## config.mk

```make
export PLATFORM = sky130hd
export DESIGN_NAME = mii_tx_arbiter_flat
export DESIGN_NICKNAME = d
export VERILOG_FILES = /design/src/rtl/mii_tx_arbiter_if.sv /design/src/rtl/mii_tx_arbiter.sv /design/src/flat_wrapper.sv
export SDC_FILE = /design/constraint.sdc
export NUM_CORES = 1
export LEC_CHECK = 0
export CORE_UTILIZATION = 47
export CTS_CLUSTER_SIZE = 10
export DETAILED_ROUTE_END_ITERATION = 12
export MAX_ROUTING_LAYER = met4
export PLACE_DENSITY = 0.86
export SYNTH_ARGS = -nofsm -noshare
export SYNTH_HDL_FRONTEND = slang
export SYNTH_SLANG_ARGS = --single-unit
```

## constraint.sdc

```tcl
create_clock -name clock -period 2.1 [get_ports clock]
set_input_delay 0.525 -clock clock [delete_from_list [all_inputs] [get_ports clock]]
set_output_delay 0.525 -clock clock [all_outputs]
set_load 0.05 [all_outputs]
```

## src/rtl/mii_tx_arbiter_if.sv

```systemverilog
// mii_tx_arbiter_if: source-side request/start/data bundle between frame formers and the MII arbiter
interface mii_tx_arbiter_if #(
    parameter int NUM_CH = 4
) ();
    logic [NUM_CH-1:0]   req;
    logic [NUM_CH-1:0]   start;
    logic [NUM_CH-1:0]   src_tx_en;
    logic [4*NUM_CH-1:0] src_tx_d;
    modport master (output req, output src_tx_en, output src_tx_d, input start);
    modport slave (input req, input src_tx_en, input src_tx_d, output start);
endinterface

```

## src/rtl/mii_tx_arbiter.sv

```systemverilog
// mii_tx_arbiter: N-channel MII transmit arbiter (round-robin or fixed priority) with start timeout and
// enforced inter-frame gap; defining MII_ARB_WATCHDOG_EN adds the frame-length watchdog (TRUNC, err_long),
// otherwise err_long is constant low.
module mii_tx_arbiter #(
    parameter int NUM_CH            = 4,
    parameter int PRIO_MODE         = 0,
    parameter int IFG_NIBBLES       = 24,
    parameter int START_TIMEOUT     = 16,
    parameter int MAX_FRAME_NIBBLES = 3052
) (
    input  logic                      clock,
    input  logic                      aclr_n,
    mii_tx_arbiter_if.slave           src,
    output logic                      TX_EN,
    output logic [3:0]                TX_D,
    output logic                      busy,
    output logic [$clog2(NUM_CH)-1:0] active_ch,
    output logic                      frame_done,
    output logic                      err_timeout,
    output logic                      err_long
);
    localparam int CW = $clog2(NUM_CH);
    localparam int TW = $clog2(START_TIMEOUT + 1);
    localparam int IW = $clog2(IFG_NIBBLES + 1);
    localparam logic [TW-1:0] T_LAST = TW'(START_TIMEOUT - 1);
    localparam logic [IW-1:0] I_LAST = IW'(IFG_NIBBLES - 1);

    typedef enum logic [2:0] {
        IDLE, START, WAIT_EN, SEND, IFG
`ifdef MII_ARB_WATCHDOG_EN
        , TRUNC
`endif
    } state_t;

    state_t        state;
    logic [CW-1:0] rr_ptr;
    logic [CW-1:0] win;
    logic [CW-1:0] k;
    logic [TW-1:0] tcnt;
    logic [IW-1:0] icnt;
    logic          cur_en;
    logic [3:0]    cur_d;

`ifdef MII_ARB_WATCHDOG_EN
    localparam int NW = $clog2(MAX_FRAME_NIBBLES + 1);
    localparam logic [NW-1:0] N_MAX = NW'(MAX_FRAME_NIBBLES);
    logic [NW-1:0] ncnt;
`else
    assign err_long = (MAX_FRAME_NIBBLES < 0);
`endif

    assign cur_en = src.src_tx_en[active_ch];
    assign cur_d  = src.src_tx_d[{active_ch, 2'b00} +: 4];
    assign busy   = (state != IDLE);

    // Winner select: later loop iterations have higher priority, so iterate from lowest to highest priority
    always_comb begin
        win = '0;
        k   = '0;
        for (int i = NUM_CH; i >= 1; i--) begin
            k = (PRIO_MODE != 0) ? CW'(i - 1) : CW'((int'(rr_ptr) + i) % NUM_CH);
            if (src.req[k]) win = k;
        end
    end

    // Arbitration FSM with registered MII outputs and one-cycle status pulses
    always_ff @(posedge clock or negedge aclr_n) begin
        if (!aclr_n) begin
            state       <= IDLE;
            src.start   <= '0;
            active_ch   <= '0;
            rr_ptr      <= CW'(NUM_CH - 1);
            TX_EN       <= 1'b0;
            TX_D        <= 4'h0;
            frame_done  <= 1'b0;
            err_timeout <= 1'b0;
            tcnt        <= '0;
            icnt        <= '0;
`ifdef MII_ARB_WATCHDOG_EN
            err_long    <= 1'b0;
            ncnt        <= '0;
`endif
        end else begin
            src.start   <= '0;
            frame_done  <= 1'b0;
            err_timeout <= 1'b0;
`ifdef MII_ARB_WATCHDOG_EN
            err_long    <= 1'b0;
`endif
            case (state)
                IDLE: begin
                    if (|src.req) begin
                        src.start <= NUM_CH'(1) << win;
                        active_ch <= win;
                        state     <= START;
                    end
                end
                START: begin
                    tcnt  <= '0;
                    state <= WAIT_EN;
                end
                WAIT_EN: begin
                    if (cur_en) begin
                        TX_EN <= 1'b1;
                        TX_D  <= cur_d;
`ifdef MII_ARB_WATCHDOG_EN
                        ncnt  <= NW'(1);
`endif
                        state <= SEND;
                    end else if (tcnt == T_LAST) begin
                        err_timeout <= 1'b1;
                        icnt        <= '0;
                        state       <= IFG;
                    end else begin
                        tcnt <= tcnt + 1'b1;
                    end
                end
                SEND: begin
                    if (!cur_en) begin
                        TX_EN      <= 1'b0;
                        TX_D       <= 4'h0;
                        frame_done <= 1'b1;
                        rr_ptr     <= active_ch;
                        icnt       <= '0;
                        state      <= IFG;
                    end
`ifdef MII_ARB_WATCHDOG_EN
                    else if (ncnt == N_MAX) begin
                        TX_EN    <= 1'b0;
                        TX_D     <= 4'h0;
                        err_long <= 1'b1;
                        state    <= TRUNC;
                    end else begin
                        TX_D <= cur_d;
                        ncnt <= ncnt + 1'b1;
                    end
`else
                    else begin
                        TX_D <= cur_d;
                    end
`endif
                end
`ifdef MII_ARB_WATCHDOG_EN
                TRUNC: begin
                    if (!cur_en) begin
                        rr_ptr <= active_ch;
                        icnt   <= '0;
                        state  <= IFG;
                    end
                end
`endif
                IFG: begin
                    if (icnt == I_LAST) state <= IDLE;
                    else icnt <= icnt + 1'b1;
                end
                default: state <= IDLE;
            endcase
        end
    end
endmodule

```

## src/flat_wrapper.sv

```systemverilog
// flat-port wrapper written by rule: the top's interface ports become plain ports
module mii_tx_arbiter_flat 
#(
    parameter int NUM_CH            = 4,
    parameter int PRIO_MODE         = 0,
    parameter int IFG_NIBBLES       = 24,
    parameter int START_TIMEOUT     = 16,
    parameter int MAX_FRAME_NIBBLES = 3052
)
  (clock, aclr_n, TX_EN, TX_D, busy, active_ch, frame_done, err_timeout, err_long, src_req, src_src_tx_en, src_src_tx_d, src_start);
  mii_tx_arbiter_if #(.NUM_CH(NUM_CH)) src_i ();
  input  logic clock;
  input  logic aclr_n;
  output logic TX_EN;
  output logic [3:0] TX_D;
  output logic busy;
  output logic [$clog2(NUM_CH)-1:0] active_ch;
  output logic frame_done;
  output logic err_timeout;
  output logic err_long;
  input wire logic [$bits(src_i.req)-1:0] src_req;
  input wire logic [$bits(src_i.src_tx_en)-1:0] src_src_tx_en;
  input wire logic [$bits(src_i.src_tx_d)-1:0] src_src_tx_d;
  output wire logic [$bits(src_i.start)-1:0] src_start;
  assign src_i.req = src_req;
  assign src_i.src_tx_en = src_src_tx_en;
  assign src_i.src_tx_d = src_src_tx_d;
  assign src_start = src_i.start;
  mii_tx_arbiter #(.NUM_CH(NUM_CH), .PRIO_MODE(PRIO_MODE), .IFG_NIBBLES(IFG_NIBBLES), .START_TIMEOUT(START_TIMEOUT), .MAX_FRAME_NIBBLES(MAX_FRAME_NIBBLES)) u_core (.clock(clock), .aclr_n(aclr_n), .src(src_i), .TX_EN(TX_EN), .TX_D(TX_D), .busy(busy), .active_ch(active_ch), .frame_done(frame_done), .err_timeout(err_timeout), .err_long(err_long));
endmodule
```

==> results_dict.tcl, run 1 <==
set metrics [dict create \
    synth_top_area_share_pct 44.3 \
    post-route-period-util_pct 97.2 \
    synth-main-ff-cell "dfrtp_1" \
    clock_sinks 28 \
    power_density_nw_per_um2 1320 \
    placed_cell_area_um2 1900 \
    critPathKind "reg -> out" \
    finalHoldViolations 0 \
    synth-simple-area-share_pct 22.0 \
    cp.required_ns 1.57 \
    end_kind "output pin" \
    rsz0062_at_grt "false" \
    run_status "completed" \
    areaGrowthSynthToFinish_pct 31.8 \
    io_buffers 39 \
    diodes 0 \
    synthAdderAreaFrac_pct 2.55 \
    core_um2 2850 \
    async_reset_ff_share_pct 100 \
    postCtsHoldBufs 0 \
    synth_top_family_by_area "simple AND/OR/NAND/NOR gates" \
    ir_drop_mv 1.19 \
    synthMuxAreaShare_pct 13.7 \
    clk_pin_slew_ns 0.14 \
    final_cell_area_um2 1940 \
    ys_seq_elements 28 \
    slew_viol_final 0 \
    synth_xor_area_share_pct 0.596 \
    antenna_found_initial 0 \
    wl_um 3100 \
    critPathTopFamily "buffers and inverters" \
    cts_tree "built" \
    fp-row-count 19 \
    synth.distinct_cells 39 \
    grt_pass1_vias 1216 \
    clk_latency_ns 0.32 \
    num_vias 1212 \
    drtIter0Drc 51 \
    finClkSkew_ns 0.00421 \
    vias_per_cell 5.74 \
    drive_above_1_share_pct 12.8 \
    gp_congestion 0.892 \
    dp_hpwl_um 2430 \
    die-area_um2 3360 \
    pre_cts_slack_ns -0.141 \
    grt.overflow.total 0 \
    track_usage_pct 21.2 \
    io_pins 41 \
    arrival_ns 1.52 \
    finalPower_mw 2.55 \
    crit_buf_inv 1 \
    synth_compound_area_share_pct 10.5 \
    cts_resized 0 \
    fin_ws_ns 0.0581 \
    crit_chain "clkdlybuf4s50_1" \
    ys_top_cells_by_area "dfrtp_1 44%, mux4_1 7.1%, o21ai_0 5.1%, nand2_1 4.3%, dfstp_2 3.6%" \
    cts_buffers 3 \
    routedWlPerCell_um 14.7 \
    grt_first_pass_wirelength_um 5310 \
    drc 0 \
    relSlewSlack_pct 62.6 \
    initial_core_util_pct 51.5 \
    grt_max_degree 29 \
    ant_nets 0 \
    dr.pass1.iters 4 \
    clockBufferDepth 2 \
    min_period_ns 2.04 \
    final_cell_mix "34 x clkdlybuf4s50_1, 25 x dfrtp_1, 17 x nand2_1" \
    synth-edff-count 0 \
    syn_nets 166 \
    cpPeakStageDelay_ns 0.81 \
    die_w_um 57.9 \
    startpoint_type "register" \
    path_max_fanout 2 \
    max-cap-violations 0 \
    setup_viol 0 \
    cts_root_buf "clkbuf_4" \
    fin_nets 210 \
    die_h_um 57.9 \
    yosysWarnings 0 \
    p_leak_nw 0.855 \
    synthCells 137 \
    avgSynthCellArea_um2 10.7 \
    worstMarginPinSlew_ns 0.558 \
    synth.largest_area_cell "dfrtp_1" \
    hold_class "reg -> reg" \
    post_cts_buffers 0 \
    ys_seq_area_share_pct 47.8 \
    synth_area_um2 1470 \
    slowest_stage "clkdlybuf4s50_1" \
    fmax_mhz 490 \
    htreeDepth 1 \
    mostFrequentLayoutCell "clkdlybuf4s50_1" \
]
[flip-flops by register name (all words and copies together) (netlist names)]
| register | flops |
|---|---|
| u_core.active_ch | 2 |
| u_core.state | 3 |
| u_core.src.start | 4 |
| u_core.tcnt | 5 |
| u_core.err_timeout | 1 |
| u_core.TX_EN | 1 |
| u_core.frame_done | 1 |
| u_core.icnt | 5 |
| u_core.TX_D | 4 |
| u_core.rr_ptr | 2 |
[metrics by stage]
| stage | std cells | hold slack, ns | utilization (%) | TNS, ns |
|---|---|---|---|---|
| 3_3_place_gp | 207 | 0.494 | 66.4 | -0.696 |
| 3_5_place_dp | 207 | 0.503 | 66.4 | -1.75 |
| 5_1_grt | 211 | 0.535 | 67.9 | 0 |
| 4_1_cts | 211 | 0.520 | 67.7 | 0 |
| 2_1_floorplan | 137 | 0.229 | - | 0 |
| 6_report | 211 | 0.514 | 67.9 | 0 |
[worst paths after layout]
path,startpoint,end,slack (ns),cells after the start
hold reg to reg,u_core.icnt[0],u_core.icnt[0],0.51,1
setup reg to reg,u_core.tcnt[0],u_core.tcnt[3],0.14,7
min in group asynchronous,aclr_n,u_core.tcnt[1],0.56,2
max in group asynchronous,aclr_n,u_core.rr_ptr[1],1.23,2
hold / removal,u_core.icnt[0],u_core.icnt[0],0.51,1
setup / recovery,u_core.TX_D[1],TX_D[1],0.06,1
[cell usage after synthesis (2+ instances only)]
cell type and n:
a21o_1 3, a21oi_1 2, clkbuf_1 2, dfrtp_1 26
dfstp_2 2, ha_1 3, inv_1 3, mux2_2 3
mux2i_1 4, mux4_1 4, nand2_1 17, nand2b_1 4
nand3_1 4, nand3b_1 3, nor2_1 11, nor2b_1 5
nor3_1 3, nor3b_1 2, o21ai_0 15, o22ai_1 2
[cell type report]
cell class	count	area, um^2
inverter	3	11.3
tap	31	38.8
fill	219	915
clock buffer	4	36.3
timing repair buffer	43	418
sequential	28	704
multi-input combinational	102	729
[cells by family after synthesis]
family,after synthesis
AO/OA/AOI/OAI,26
AND/OR/NAND/NOR,59
flip-flops,28
buffers and inverters,7
adder cells (fa/ha/maj),3
other,1
XOR/XNOR,1
multiplexers,12
[power by group]
group	internal, mW	switching [mW]	total (mW)	leakage [nW]
clock network	0.106	0.148	0.254	0.0210
registers	0.748	0.198	0.946	0.362
logic	0.559	0.791	1.35	0.472
[routing by layer]
metal	global-route usage, %	vias up	share of wire, %
met5	-	-	0
li1	-	581	-
met1	23.9	572	41
met4	5.10	0	0.32
met3	3.79	2	6.7
met2	38.8	57	52
No activity file was read; power rests on OpenSTA's default activity.
==> inputs of run 2 (changes only) <==
Settings changed: PLACE_DENSITY 0.86 to 0.78, SLEW_MARGIN set to 20.
==> run 2 against run 1 <==
The run now ends with design-rule violations left. Sequential share of layout area is 0.84 points lower. Via count is 0.33% lower. Utilization rose by 1.5 points. Clock-buffer cell count shrank 1. Non-clock buffer count grew 3. Highest routed layer unchanged. Final area is 2.2% higher. Critical path depth unchanged. Routed wire length is 1.7% lower. Largest cell class unchanged. Clock power increased by 36%. Critical endpoint is now TX_D[3].
==> results_dict.tcl, run 2 (synthesis gave the netlist of run 1 again) <==
set metrics [dict create \
    min_period_ns 2.04 \
    die-area_um2 3360 \
    fin_nets 213 \
    violations "design-rule violations" \
    clockBufferDepth 2 \
    drive_above_1_share_pct 13.7 \
    rr_worst_depth 7 \
    cts_root_buf "clkbuf_4" \
    end_kind "output pin" \
    diodes 0 \
    biggestRegsByFlops "u_core.icnt: 5 flops, u_core.tcnt: 5 flops" \
    drc 1 \
    gp_congestion 0.821 \
    rr_endpoint "u_core.tcnt[3]" \
    critPathKind "reg -> out" \
    clk_latency_ns 0.33 \
    final_cell_mix "32 x clkdlybuf4s50_1, 26 x dfrtp_1, 17 x nand2_1" \
    path_max_fanout 2 \
    slowest_stage "clkdlybuf4s50_1" \
    io_pins 41 \
    die_h_um 57.9 \
    clockPowerShare_pct 12.9 \
    finalHoldViolations 0 \
    fmax_mhz 491 \
    initial_core_util_pct 51.5 \
    rr_startpoint "u_core.tcnt[0]" \
    cpPeakStageDelay_ns 0.80 \
    crit_chain "clkdlybuf4s50_1" \
    grt.overflow.total 0 \
    dr.pass1.iters 10 \
    relSlewSlack_pct 62.2 \
    routedWlPerCell_um 14.2 \
    power.net_switching_mw 1.15 \
    placed_cell_area_um2 1910 \
    nFillCells 226 \
    final_cell_area_um2 1980 \
    ant_nets 0 \
    max-cap-violations 0 \
    dp.cells 209 \
    hold_class "in -> async" \
    post-route-period-util_pct 97.1 \
    rsz0062_at_grt "false" \
    utilization_pct 69.4 \
    grt_max_degree 29 \
    comb_power_share_pct 52.6 \
    power.share.sequential_pct 34.6 \
    setup_viol 0 \
    whs_ns 0.540 \
    clk_pin_slew_ns 0.15 \
    p_leak_nw 0.905 \
    htreeDepth 1 \
    fin_cells 214 \
    dp_hpwl_um 2370 \
    arrival_ns 1.51 \
    cts_tree "built" \
    cp.required_ns 1.57 \
    wl_um 3050 \
    io_buffers 39 \
    drtIter0Drc 51 \
    p_int_mw 1.52 \
    track_usage_pct 20.6 \
    grt_pass1_vias 1224 \
    ir_drop_mv 0.698 \
    num_vias 1208 \
    switching_share_pct 43.0 \
    slew_viol_final 0 \
    power_density_nw_per_um2 1350 \
    critPathTopFamily "buffers and inverters" \
    clock_sinks 28 \
    finClkSkew_ns 0.0175 \
    mostFrequentLayoutCell "clkdlybuf4s50_1" \
    grt_first_pass_wirelength_um 5220 \
    reg2reg_slack_ns 0.08 \
    crit_path_start "u_core.TX_D[3]" \
    crit_buf_inv 1 \
    startpoint_type "register" \
    run_status "finished, violations left" \
    core_um2 2850 \
    vias_per_cell 5.64 \
    cts_buffers 3 \
    areaGrowthSynthToFinish_pct 34.7 \
    die_w_um 57.9 \
    antenna_found_initial 0 \
    fp-row-count 19 \
    finalPower_mw 2.68 \
    worstMarginPinSlew_ns 0.565 \
]
==> run 2: cell types whose count changed in the layout (fill, tap and decap cells not counted), sizes merged <==
cell / previous run / this run
dlymetal6s2s: 2 / 4
clkdlybuf4s50: 34 / 32
clkbuf: 4 / 3
bufinv: 0 / 1
buf: 7 / 10
==> run 2: power by group through the flow <==
stage	sequential [mW]	clock, mW	combinational, mW
2_1_floorplan	1.17	0	0.709
3_5_place_dp	0.935	0	1.40
4_1_cts	0.925	0.350	1.41
6_report	0.925	0.345	1.41
5_1_grt	0.953	0.373	1.53
3_3_place_gp	0.924	0	1.36
==> run 2: stage by stage <==
| stage | worst slack (ns) | TNS (ns) |
|---|---|---|
| floorplan | 0.0449 | 0 |
| global placement | -0.105 | -0.937 |
| detailed placement | -0.129 | -1.48 |
| CTS | 0.0100 | 0 |
| global route | 0.00175 | 0 |
| finish | 0.0615 | 0 |
==> run 2: area by class of cell <==
type,instances,area (um^2),share of cell area (%)
clock buffer,3,22.5,1.14
timing repair buffer,46,445,22.5
inverter,3,11.3,0.569
clock inverter,1,30.0,1.52
multi-input combinational,102,729,36.8
tap,31,38.8,1.96
sequential,28,703,35.5
==> run 2: worst max-delay path by stage <==
stage | endpoint | slack [ns] | cells after the start
after detailed placement | u_core.icnt[1] | -0.13 | 5
after global routing | u_core.tcnt[3] | 0.002 | 7
after CTS | TX_EN | 0.01 | 1
final | TX_D[3] | 0.06 | 1
after global placement | u_core.icnt[1] | -0.10 | 5
after floorplan | u_core.icnt[1] | 0.04 | 5
==> run 2: layer usage <==
metal	wire, um	track usage, %	up-vias	part of all wire, %
met5	0	-	-	0
li1	-	-	589	-
met3	182	3.57	2	6.0
met1	1270	25.0	569	42
met4	7	4.76	0	0.23
met2	1590	36.0	48	52
==> run 2: repair_timing <==
item / in CTS / in global routing
buffers inserted: 0 / 1
setup endpoints to repair: 0 / 5
resized for setup: 0 / 4
hold buffers: 0 / 0
==> inputs of run 3 (changes only) <==
Settings changed: SKIP_LAST_GASP set to 1.
==> results of run 3 <==
Same layout as run 2: the final DEF is identical, and so are final timing and power.
